File: src/rtl/ppi_strobed.sv
`default_nettype none
// ============================================================================
//  Module      : ppi_strobed
//  Description : Two-port parallel peripheral interface with basic and
//                strobed (handshaked) input/output modes, CPU register
//                access, per-port interrupts and input overrun detection.
//  Revision    : 1.0 - initial release
// ============================================================================
module ppi_strobed #(
    parameter int DW          = 8,
    parameter int SYNC_STAGES = 2
) (
    input  logic          clk_sys,
    input  logic          reset_n,
    input  logic [1:0]    addr,
    input  logic [7:0]    idata,
    output logic [7:0]    odata,
    input  logic          cs,
    input  logic          we,
    input  logic          oe,
    input  logic [DW-1:0] ipa,
    input  logic [DW-1:0] ipb,
    output logic [DW-1:0] opa,
    output logic [DW-1:0] opb,
    input  logic [1:0]    stb_n,
    input  logic [1:0]    ack_n,
    output logic [1:0]    ibf,
    output logic [1:0]    obf_n,
    output logic [1:0]    intr,
    output logic          irq
);

    localparam logic [7:0] CTRL_RESET = 8'h05;

    logic [7:0]             ctrl;
    logic [DW-1:0]          out_lat [2];
    logic [DW-1:0]          in_lat  [2];
    logic [DW-1:0]          ip_pin  [2];
    logic [7:0]             port_val [2];
    logic [1:0]             ibf_r, obf_r, intr_r, ovr_r, pend_r;
    logic                   wr_d, rd_d, wr_ev, rd_ev, ctrl_wr, stat_rd;
    logic [SYNC_STAGES-1:0] stb_sync [2];
    logic [SYNC_STAGES-1:0] ack_sync [2];
    logic [1:0]             stb_s, ack_s, stb_prev, ack_prev;
    logic [1:0]             stb_fall, stb_rise, ack_fall, ack_rise;
    logic [1:0]             is_in, strobed, inte, s_in, s_out, port_wr, port_rd;
    logic [1:0]             ibf_set, ibf_clr, obf_set, obf_clr;
    logic [1:0]             intr_set, intr_clr, ovr_set, load_in, pend_clr;

    assign ip_pin[0] = ipa;
    assign ip_pin[1] = ipb;

    // Delayed copies of the CPU strobes so each strobe acts once per rising edge
    always_ff @(posedge clk_sys or negedge reset_n) begin
        if (!reset_n) begin
            wr_d <= 1'b0;
            rd_d <= 1'b0;
        end else begin
            wr_d <= we & cs;
            rd_d <= oe & cs;
        end
    end

    // Handshake pin synchronisers plus previous-value registers for edge detection
    always_ff @(posedge clk_sys or negedge reset_n) begin
        if (!reset_n) begin
            for (int p = 0; p < 2; p++) begin
                stb_sync[p] <= '1;
                ack_sync[p] <= '1;
            end
            stb_prev <= 2'b11;
            ack_prev <= 2'b11;
        end else begin
            for (int p = 0; p < 2; p++) begin
                stb_sync[p] <= {stb_sync[p][SYNC_STAGES-2:0], stb_n[p]};
                ack_sync[p] <= {ack_sync[p][SYNC_STAGES-2:0], ack_n[p]};
            end
            stb_prev <= stb_s;
            ack_prev <= ack_s;
        end
    end

    // Event decode and per-port set/clear terms for the handshake flags
    always_comb begin
        wr_ev   = we & cs & ~wr_d;
        rd_ev   = oe & cs & ~rd_d;
        ctrl_wr = wr_ev && (addr == 2'd3);
        stat_rd = rd_ev && (addr == 2'd2);
        stb_s   = '0;
        ack_s   = '0;
        is_in   = '0;
        strobed = '0;
        inte    = '0;
        port_wr = '0;
        port_rd = '0;
        for (int p = 0; p < 2; p++) begin
            stb_s[p]   = stb_sync[p][SYNC_STAGES-1];
            ack_s[p]   = ack_sync[p][SYNC_STAGES-1];
            is_in[p]   = ctrl[2*p];
            strobed[p] = ctrl[2*p+1];
            inte[p]    = ctrl[4+p];
            port_wr[p] = wr_ev && (addr == 2'(p));
            port_rd[p] = rd_ev && (addr == 2'(p));
        end
        stb_fall = stb_prev & ~stb_s;
        stb_rise = ~stb_prev & stb_s;
        ack_fall = ack_prev & ~ack_s;
        ack_rise = ~ack_prev & ack_s;
        s_in     = is_in & strobed;
        s_out    = ~is_in & strobed;
        // A falling strobe always (re)asserts ibf so a coincident read cannot drop it
        ibf_set  = s_in & stb_fall;
        ibf_clr  = s_in & port_rd;
        load_in  = s_in & stb_fall & ~ibf_r;
        ovr_set  = s_in & stb_fall & ibf_r;
        obf_set  = s_out & port_wr;
        obf_clr  = s_out & ack_fall & obf_r;
        pend_clr = s_out & ack_rise & pend_r;
        intr_set = inte & ((s_in & stb_rise & ibf_r) | pend_clr);
        intr_clr = (s_in & port_rd) | (s_out & port_wr);
    end

    // Control word, output latches and handshake flags; a control write resets the handshake
    always_ff @(posedge clk_sys or negedge reset_n) begin
        if (!reset_n) begin
            ctrl       <= CTRL_RESET;
            out_lat[0] <= '0;
            out_lat[1] <= '0;
            ibf_r      <= '0;
            obf_r      <= '0;
            intr_r     <= '0;
            ovr_r      <= '0;
            pend_r     <= '0;
        end else if (ctrl_wr) begin
            ctrl       <= idata;
            out_lat[0] <= '0;
            out_lat[1] <= '0;
            ibf_r      <= '0;
            obf_r      <= '0;
            intr_r     <= '0;
            ovr_r      <= '0;
            pend_r     <= '0;
        end else begin
            for (int p = 0; p < 2; p++) begin
                if (port_wr[p]) out_lat[p] <= idata[DW-1:0];
            end
            ibf_r  <= ibf_set  | (ibf_r  & ~ibf_clr);
            obf_r  <= obf_set  | (obf_r  & ~obf_clr);
            intr_r <= intr_set | (intr_r & ~intr_clr);
            pend_r <= obf_clr  | (pend_r & ~pend_clr);
            ovr_r  <= ovr_set  | (ovr_r  & ~{2{stat_rd}});
        end
    end

    // Input latches capture the pins on an accepted strobe
    always_ff @(posedge clk_sys or negedge reset_n) begin
        if (!reset_n) begin
            in_lat[0] <= '0;
            in_lat[1] <= '0;
        end else begin
            for (int p = 0; p < 2; p++) begin
                if (load_in[p]) in_lat[p] <= ip_pin[p];
            end
        end
    end

    // CPU read multiplexer; the bus idles high when not being read
    always_comb begin
        for (int p = 0; p < 2; p++) begin
            port_val[p] = 8'h00;
            if (!is_in[p])      port_val[p][DW-1:0] = out_lat[p];
            else if (strobed[p]) port_val[p][DW-1:0] = in_lat[p];
            else                 port_val[p][DW-1:0] = ip_pin[p];
        end
        odata = 8'hFF;
        if (oe & cs) begin
            case (addr)
                2'd0:    odata = port_val[0];
                2'd1:    odata = port_val[1];
                2'd2:    odata = {ovr_r[1], ovr_r[0], intr_r[1], obf_r[1], ibf_r[1],
                                  intr_r[0], obf_r[0], ibf_r[0]};
                default: odata = ctrl;
            endcase
        end
    end

    assign opa   = is_in[0] ? '1 : out_lat[0];
    assign opb   = is_in[1] ? '1 : out_lat[1];
    assign ibf   = ibf_r;
    assign obf_n = ~obf_r;
    assign intr  = intr_r;
    assign irq   = intr_r[0] | intr_r[1];

endmodule
`default_nettype wire
File: config.mk
export PLATFORM = sky130hd
export DESIGN_NAME = ppi_strobed
export DESIGN_NICKNAME = d
export VERILOG_FILES = /design/src/rtl/ppi_strobed.sv
export SDC_FILE = /design/constraint.sdc
export NUM_CORES = 1
export LEC_CHECK = 0
export ABC_AREA = 1
export CAP_MARGIN = 20
export CORE_MARGIN = 2
export CORE_UTILIZATION = 40
export CTS_CLUSTER_DIAMETER = 150
export DETAILED_ROUTE_END_ITERATION = 16
export PLACE_DENSITY_LB_ADDON = 0.08
export SYNTH_ARGS = -nofsm -noshare
export SYNTH_HDL_FRONTEND = slang
export SYNTH_SLANG_ARGS = --single-unit
File: constraint.sdc
create_clock -name clk_sys -period 1.6 [get_ports clk_sys]
set_clock_uncertainty 0.2 [all_clocks]
set_input_delay 0.4 -clock clk_sys [delete_from_list [all_inputs] [get_ports clk_sys]]
set_output_delay 0.4 -clock clk_sys [all_outputs]
set_load 0.05 [all_outputs]
==> results of run 1 <==
## worst max-delay path by stage
stage                                    from  endpoint  cells past startpoint
after global placement                addr[0]  odata[5]                      6
after CTS                 ctrl[0]$_DFFE_PN1P_  odata[3]                      6
after global routing      ctrl[2]$_DFFE_PN1P_  odata[4]                      5
final                     ctrl[0]$_DFFE_PN1P_  odata[0]                      6
after floorplan           ctrl[0]$_DFFE_PN1P_  odata[0]                      5
after detailed placement              addr[0]  odata[3]                      6
## where the power goes
group | internal, mW | switching [mW]
registers | 2.04 | 0.283
logic | 1.89 | 2.10
clock network | 0.918 | 0.652
total | 4.85 | 3.04
## layer usage
| metal | track usage, % | share of wire [%] | routed length [um] | vias to the layer above |
|---|---|---|---|---|
| met2 | 38.33 | 49 | 5072 | 98 |
| met5 | 0 | 0 | 0 | - |
| li1 | - | - | - | 1583 |
| met4 | 10.02 | 2.6 | 269 | 0 |
| met1 | 31.30 | 43 | 4394 | 1585 |
| met3 | 5.859 | 5.1 | 522 | 26 |
## critical path: cells and delay by family (launching register included)
kind / cells / cell delay (ps)
DFF: 1 / 590
buffers and inverters: 4 / 470
AOI/OAI and AO/OA: 1 / 130
and+or+nand+nor: 1 / 130
## synthesized netlist by cell type, types with 2 or more instances
cell type	instances	area (um^2)
nor2_2	3	18.77
nand2_1	115	431.7
o21ai_0	21	105.1
a21oi_1	6	30.03
dfstp_2	14	367.9
nor2_1	25	93.84
buf_6	4	45.04
o22ai_1	8	50.05
nand3_1	43	215.2
inv_2	4	15.01
nand2_2	7	43.79
o21ai_2	14	122.6
o21bai_2	2	22.52
dfrtp_1	50	1251
buf_2	3	15.01
buf_4	2	15.01
clkinv_1	3	11.26
inv_1	59	221.5
nand4_1	14	87.58
nand2_4	2	22.52
## cells in the final DEF, fill, tap and decap left out, types with 3 or more instances in the layout
master           synthesis  layout
a21oi_2                  0       4
buf_12                   0      33
buf_4                    2      45
buf_6                    4      23
clkbuf_8                 0      10
clkdlybuf4s50_1          0      30
dfrtp_1                 50      49
dfstp_2                 14      14
dlygate4sd2_1            0       3
inv_1                   59      48
inv_2                    4      10
inv_4                    0       5
nand2_1                115      89
nand2_2                  7      18
nand2_4                  2       9
nand2_8                  0       8
nand3_1                 43      20
nand3_2                  0      19
nand3_4                  0       4
nand4_1                 14      14
nor2_1                  25      17
nor2_2                   3       4
nor2_4                   1       8
o21ai_0                 21      12
o21ai_1                  1       7
o21ai_2                 14      16
o22ai_1                  8       7
or2_4                    0       3
## stage by stage
step | hold slack (ps) | std cells | area, um^2 | setup slack (ps) | setup TNS, ps
final | 156.9 | 655 | 5712 | -665.9 | -16730
after global routing | 163.4 | 655 | 5712 | -742.8 | -20380
after CTS | 157.2 | 646 | 5440 | -660.7 | -15860
after detailed placement | 146.8 | 624 | 4913 | -775.7 | -26670
after global placement | 146.0 | 624 | 4913 | -749.4 | -25630
after floorplan | -95.59 | 404 | 3425 | -464.4 | -3621
## flip-flops by register name, summed over array words and instances, names as in the netlist, 2 cells and up
name	count
stb_prev	2
intr	2
in_lat	16
stb_s	2
ovr_r	2
out_lat	16
pend_r	2
ack_prev	2
ack_sync	2
stb_sync	2
ibf	2
obf_r	2
ctrl	8
ack_s	2
## layout make-up
| type | instances | area [um^2] | area share (%) |
|---|---|---|---|
| clock buffers | 11 | 141.4 | 2.475 |
| multi-input cells | 266 | 1753 | 30.69 |
| flip-flops and latches | 64 | 1620 | 28.37 |
| well taps | 102 | 127.6 | 2.234 |
| repair buffers | 140 | 1682 | 29.44 |
| inverters | 66 | 291.5 | 5.104 |
| clock inverters | 5 | 80.08 | 1.402 |
| repair inverters | 1 | 16.27 | 0.2848 |
## kinds of logic (layout without fill, tap and decap cells)
| group | Yosys count | count (layout) | synth area share (%) |
|---|---|---|---|
| AND/OR/NAND/NOR | 213 | 214 | 29.51 |
| buffers and inverters | 75 | 223 | 9.992 |
| flip-flops | 64 | 64 | 50.12 |
| AO/OA/AOI/OAI | 52 | 52 | 10.38 |
## timing repair
| action | 4_1_cts | 5_1_grt |
|---|---|---|
| cloned | 2 | 2 |
| hold buffers | 1 | 0 |
| pin swaps | 17 | 27 |
| resized for setup | 72 | 59 |
| endpoints found under the setup margin | 80 | 69 |
| hold endpoints to repair | 50 | 0 |
| setup buffers | 8 | 15 |
==> metrics.txt, run 1 <==
Diodes inserted 0; IO Port Bufs between 60 and 70; unrepaired setup endpoints after global routing yes; Num Clock Sinks 64; global-route wire length before repair approximately 16000 um; post-route ant nets 0; global router's overall resource usage 24.04%; final wirelength 10260 um; hold path startpoint stb_sync[0]$_DFF_PN1_; WS Path Type reg2out; initial antenna violation count 0; yosys synthesis warning count 0; static leakage 2.725 nW; Detailed Place HPWL 6934 um; Num CTS Buffers 9; PwrDens 1382 nW/um^2; layout cell share with drive strength beyond 1 between 40% and 50%; WHS Path Cells 0; drt initial violations approximately 200; CTS root buffer clkbuf_8; number of H-tree levels 3; Seq/Total Area, Yosys 50.12%; per-cell routed wire length about 16 um; Final WS setup -665.9 ps; die area about 9000 um^2; FP Rows 32; clock buffer depth 2; critical path capture point type primary output; FMAX ~0.44 GHz; syn avg cell area about 8 um^2; vias in the first global route roughly 3.3k; CP Cell Sequence buf_12 > clkinv_16 > o21ai_4 > inv_1 > nand4_1 > buf_12; Clk Latency, worst-skew pair 350 ps; initial core utilization about 42%; Synthesized Nets around 440; period utilization 141.6%; Post-synth top flop dfrtp_1; Mapped Area 3231 um^2; WP data required 1000 ps; via count 3292; Hold Path End stb_s[1]$_DFF_PN1_; CTS tree yes; clock period minus worst slack around 2300 ps; post-synthesis sequential element count 64; Horiz. Die Dim approximately 94 um; Max Cap Viol 0; GRT overflow 0; Worst path max stage delay just under 600 ps; crit path max fanout 5; maximum VDD drop around 0.87 mV; final net count ~580; status complete, but fails checks; Final Util 73.53%; Final GP Congestion roughly 0.89; # DRC 0; clk slew on worst S/H paths approximately 80 ps; Critical R2R Capture in_lat[1]$_DFFE_PN0P_; FF-to-FF setup slack -230 ps; critical path startpoint category flip-flop; Top cell by count, worst path buf_12; core area around 7800 um^2; Setup-failing EPs final 54; Post-Syn Instances 404; largest net degree at the start of global routing 65; Slowest-stage cell, CP dfstp_2; reg2reg start ctrl[2]$_DFFE_PN1P_; Crit path arrival time 1670 ps; Pre-Repair DR Iteration Count 4; Worst R2R Path Depth 8; EDFF count, synth 0; total I/O pin count 66; Async SR Flop Fraction 100.0%; post-layout power slightly below 8 mW; FILL cells 571; Unique masters post-synth 25; Rel. slew slack between 70% and 80%; violated checks negative setup slack; number of vias per cell slightly above 5; Worst Hold Class reg2reg; Final Slew Violations 0; Tightest Pin Transition approximately 360 ps; area grow syn2layout 76.80%; die height around 94 um; final number of hold-violating endpoints 0
Power figures use the tool's default switching activity.
==> run 2, diff against run 1 <==
SKIP_LAST_GASP = 1   (was not set)
==> metrics.txt, run 2 (synthesized netlist as in run 1, its figures left out) <==
Max Cap Viol 0 (unchanged); Setup-failing EPs final 52 (-3.7%); Place WS -775.7 ps (unchanged); CP Cell Sequence buf_12 > clkinv_16 > o21ai_4 > inv_1 > nand4_1 > buf_12; initial core utilization 41.59% (unchanged); Final WS setup -681.5 ps (-15.56 ps); CTS root buffer clkbuf_8; PwrDens 1381 nW/um^2 (about the same); CP delay by family, top flip-flops; number of vias per cell 5.063 (+0.73%); post-layout power 7.770 mW (-1.5%); violated checks negative setup slack; Horiz. Die Dim 93.87 um (unchanged); Top cell by count, worst path buf_12; global-route wire length before repair 15940 um (about the same); Worst R2R Path Depth 8 (unchanged); clk slew on worst S/H paths 80 ps (about the same); Worst Hold Class reg2reg; critical path capture point type primary output; post-route ant nets 0 (unchanged); clock period minus worst slack 2282 ps (+15.56 ps); Placement Cell Area 4913 um^2 (unchanged); Clk Latency, worst-skew pair 340 ps (about the same); number of H-tree levels 3 (unchanged); WP data required 1000 ps (about the same); GRT overflow 0 (unchanged); die height 93.87 um (unchanged); initial antenna violation count 0 (unchanged); FP Rows 32 (unchanged); CTS tree yes; die area 8812 um^2 (unchanged); drt initial violations 231 (+15%); final number of hold-violating endpoints 0 (unchanged); total I/O pin count 66 (unchanged); worst path bufs/invs 4 (unchanged); maximum VDD drop 0.8590 mV (-0.84%); static leakage 2.716 nW (-0.33%); commonest non-fill, non-tap cell in the layout nand2_1; Diodes inserted 0 (unchanged); unrepaired setup endpoints after global routing yes; crit path max fanout 5 (unchanged); vias in the first global route 3234 (-0.61%); Num Clock Sinks 64 (unchanged); # DRC 0 (unchanged); Final Cell Area 5624 um^2 (-1.5%); Largest regs in_lat: 16 flops, out_lat: 16 flops, ctrl: 8 flops; Slowest-stage cell, CP dfstp_2; Rel. slew slack 76.79% (+0.69 points); via count 3316 (+0.73%); per-cell routed wire length 15.24 um (-2.7%); Tightest Pin Transition 348.1 ps (-8.079 ps); critical path startpoint category flip-flop; layout cell share with drive strength beyond 1 41.95% (-3.6 points); core area 7767 um^2 (unchanged); Crit path arrival time 1680 ps (about the same); most frequent cells in the layout nand2_1, inv_1, dfrtp_1; largest net degree at the start of global routing 65 (unchanged); Placed Cells 624 (unchanged); IO Port Bufs 65 (unchanged); final wirelength 9983 um (-2.7%); CP Depth 6 (unchanged); Num CTS Buffers 9 (unchanged); WHS Path Cells 0 (unchanged); final net count 583 (unchanged); Layout Cells excl Fill 655 (unchanged); Final GP Congestion 0.8850 (unchanged); Final Slew Violations 0 (unchanged); clock buffer depth 2 (unchanged); Worst path max stage delay 590 ps (about the same); FMAX 0.4383 GHz (-0.68%); WS Path Type reg2out; FILL cells 581 (+1.8%); Pre-Repair DR Iteration Count 5 (+1); Detailed Place HPWL 6934 um (unchanged); area grow syn2layout 74.09%; global router's overall resource usage 24.02% (about the same); period utilization 142.6% (+0.97 points); status complete, but fails checks
[run 2: changes by cell type in the layout (fill, tap and decap cells not counted), sizes merged]
| cell | change |
|---|---|
| buf | +1 |
| clkdlybuf4s50 | -1 |
| dlymetal6s2s | +1 |
| or2 | -1 |
[run 2: worst paths after layout]
| check | startpoint | endpoint | slack [ps] |
|---|---|---|---|
| max reg2reg | ctrl[0]$_DFFE_PN1P_ | ovr_r[0]$_DFF_PN0_ | -240 |
| min reg2reg | stb_sync[0]$_DFF_PN1_ | stb_s[1]$_DFF_PN1_ | 160 |
| min in group asynchronous | reset_n | in_lat[9]$_DFFE_PN0P_ | 390 |
| min | stb_sync[0]$_DFF_PN1_ | stb_s[1]$_DFF_PN1_ | 160 |
| max in group asynchronous | reset_n | stb_prev[1]$_DFF_PN1_ | 470 |
| max | ctrl[0]$_DFFE_PN1P_ | odata[0] | -680 |
[run 2: where the power goes]
part | switching [mW] | internal, mW
sequential | 0.265 | 2.04
clock | 0.648 | 0.918
combinational | 2.05 | 1.85
[run 2: repair_timing]
| item | CTS | global route |
|---|---|---|
| setup endpoints to repair | 80 | 69 |
| cloned | 2 | 1 |
| buffers inserted | 8 | 14 |
| pin swaps | 17 | 11 |
| hold endpoints to repair | 50 | 0 |
| gates resized for setup | 63 | 40 |
| hold buffers | 1 | 0 |
[run 2: cell type report]
| cell class | count | area, um^2 | area share [%] |
|---|---|---|---|
| Clock buffer | 11 | 141.4 | 2.514 |
| Clock inverter | 5 | 80.08 | 1.424 |
| Inverter | 66 | 294.0 | 5.228 |
| Multi-Input combinational cell | 265 | 1648 | 29.30 |
| Sequential cell | 64 | 1620 | 28.81 |
| Tap cell | 102 | 127.6 | 2.269 |
| Timing Repair Buffer | 141 | 1697 | 30.17 |
| Timing Repair inverter | 1 | 16.27 | 0.2892 |
[run 2: per-stage QoR]
stage	setup TNS, ps	utilization [%]	hold WS (ps)
after floorplan	-3621	-	-95.59
after global placement	-25630	63.26	146.0
after detailed placement	-26670	63.26	146.8
after CTS	-16040	69.81	157.2
after global routing	-20010	72.41	163.2
final	-16270	72.41	156.5
[run 2: per-layer routing]
metal  global-route usage [%]  vias up  routed length, um
met5                        0        -                  0
met3                    5.859       31                556
met1                    31.40     1586               4232
met4                    10.02        0                338
li1                         -     1582                  -
met2                    38.15      117               4855
==> run 3, diff against run 2 <==
CORE_UTILIZATION = 46   (was 40)
==> metrics.txt, run 3 (synthesized netlist as in run 1, its figures left out) <==
status complete, but fails checks; violated checks negative setup slack; total I/O pin count 66 (unchanged); WP data required 1000 ps (about the same); global-route wire length before repair 18590 um (+17%); Pre-Repair DR Iteration Count 5 (unchanged); Crit path arrival time 1820 ps (+140 ps); Top cell by count, worst path buf_12; Final WS setup -824.8 ps (-143.3 ps); layout cell share with drive strength beyond 1 45.55% (+3.6 points); critical path capture point type primary output; clk slew on worst S/H paths 80 ps (about the same); global router's overall resource usage 32.06% (+8.0 points); Detailed Place HPWL 6937 um (about the same); Place WS -763.0 ps (+12.75 ps); Setup-failing EPs final 57 (+9.6%); PwrDens 1403 nW/um^2 (+1.6%); die height 87.81 um (-6.5%); maximum VDD drop 0.7367 mV (-14%); clock period minus worst slack 2425 ps (+143.3 ps); Largest regs in_lat: 16 flops, out_lat: 16 flops, ctrl: 8 flops; P_int 4.960 mW (+3.2%); initial core utilization 47.55% (+6.0 points); power share of the combinational group 51.2% (+1.1 points); drt initial violations 381 (+65%); Clk Latency, worst-skew pair 370 ps (+30 ps); worst path bufs/invs 4 (unchanged); post-layout power 8.345 mW (+7.4%); core area 6794 um^2 (-13%); Num CTS Buffers 9 (unchanged); Slowest-stage cell, CP dfstp_4; post-route ant nets 0 (unchanged); FMAX 0.4124 GHz (-5.9%); GRT overflow 0 (unchanged); die area 7710 um^2 (-13%); CTS tree yes; number of vias per cell 5.799 (+15%); CTS root buffer clkbuf_8; FILL cells 287 (-51%); clock buffer depth 2 (unchanged); CP Cell Sequence buf_12 > clkinv_16 > o21ai_1 > inv_1 > nand4_1 > buf_12; commonest non-fill, non-tap cell in the layout nand2_1; static leakage 2.777 nW (+2.3%); Rel. slew slack 70.84% (-6.0 points); final wirelength 13170 um (+32%); final number of hold-violating endpoints 0 (unchanged); vias in the first global route 3741 (+16%); via count 3752 (+13%); IO Port Bufs 65 (unchanged); Num Clock Sinks 64 (unchanged); initial antenna violation count 0 (unchanged); Final Slew Violations 0 (unchanged); # DRC 0 (unchanged); WHS 145.3 ps (-11.21 ps); Tightest Pin Transition 437.4 ps (+89.26 ps); WS Path Type reg2out; period utilization 151.5% (+9.0 points); per-cell routed wire length 20.35 um (+34%); most frequent cells in the layout nand2_1, inv_1, dfrtp_1; final net count 581 (-0.34%); CP delay by family, top flip-flops; setup TNS -24280 ps (-8014 ps); Seq pwr share 29.2% (-0.5 points); Max Cap Viol 0 (unchanged); crit path max fanout 5 (unchanged); Worst path max stage delay 680 ps (+90 ps); area grow syn2layout 84.08%; number of H-tree levels 3 (unchanged); critical path startpoint category flip-flop; Sw Pwr 3.384 mW (+14%); Final GP Congestion 0.8644 (-2.3%); Worst Hold Class in2reg; Diodes inserted 0 (unchanged); Horiz. Die Dim 87.81 um (-6.5%); sw frac 40.55% (+2.4 points); FP Rows 30 (-6.3%); unrepaired setup endpoints after global routing yes; clock share of power 19.6% (-0.5 points); largest net degree at the start of global routing 28 (-57%)
-- run 3: cell types whose count changed in the layout (fill, tap and decap cells not counted), sizes merged --
cell / change
clkinv: +3
buf: -2
dlygate4sd2: -2
clkbuf: -1
clkdlybuf4s15: +1
clkinvlp: -1
dlymetal6s2s: +1
inv: -1
-- run 3: worst register-to-register path, delay by kind of cell (launching register included) --
| family | cells | cell delay [ps] |
|---|---|---|
| compound gates | 1 | 50 |
| simple gates | 4 | 460 |
| flops | 1 | 630 |
| buf+inv | 6 | 670 |
-- run 3: what timing repair did --
item	4_1_cts	5_1_grt
hold endpoints to repair	12	0
gates cloned	3	1
pin swaps	35	19
resized for setup	118	39
setup buffers	11	12
endpoints found under the setup margin	78	81
hold buffers	1	0
-- run 3: path summary, 6_finish.rpt --
kind                                       startpoint                       to  slack (ps)  cells after the start
worst max-delay path              ctrl[0]$_DFFE_PN1P_                 odata[0]        -820                      6
worst min-delay path                               we           wr_d$_DFF_PN0_         150                      3
worst max register to register    ctrl[2]$_DFFE_PN1P_    in_lat[0]$_DFFE_PN0P_        -510                     11
worst min register to register  ack_sync[0]$_DFF_PN1_       ack_s[1]$_DFF_PN1_         160                      0
max in group asynchronous                     reset_n    ack_prev[0]$_DFF_PN1_         320                      3
min in group asynchronous                     reset_n  out_lat[15]$_DFFE_PN0P_         300                      2
-- run 3: layout make-up --
type | count | area, um^2 | share of cell area (%)
Clock buffer | 10 | 137.6 | 2.314
Clock inverter | 6 | 82.58 | 1.389
Inverter | 66 | 294.0 | 4.944
Timing Repair inverter | 1 | 30.03 | 0.5049
Tap cell | 96 | 120.1 | 2.020
Sequential cell | 64 | 1624 | 27.31
Timing Repair Buffer | 139 | 1798 | 30.23
Multi-Input combinational cell | 265 | 1861 | 31.29
-- run 3: per-layer routing --
metal	GRT usage, %	wire length [um]
met2	54.75	6425
met3	7.069	1118
met4	16.22	742
met1	38.01	4881
met5	0	0
-- run 3: through the flow --
step	instance area, um^2	std cells	util [%]
floorplan	3425	404	-
global placement	4893	613	72.03
detailed placement	4893	613	72.03
CTS	5763	641	84.82
global route	5947	647	87.53
finish	5947	647	87.53
-- run 3: power groups by stage --
stage / combinational, mW / clock [mW] / sequential (mW)
2_1_floorplan: 1.74 / 0 / 2.39
4_1_cts: 3.96 / 1.59 / 2.39
3_3_place_gp: 3.31 / 0 / 2.32
3_5_place_dp: 3.37 / 0 / 2.34
6_report: 4.28 / 1.63 / 2.44
5_1_grt: 4.46 / 1.68 / 2.46
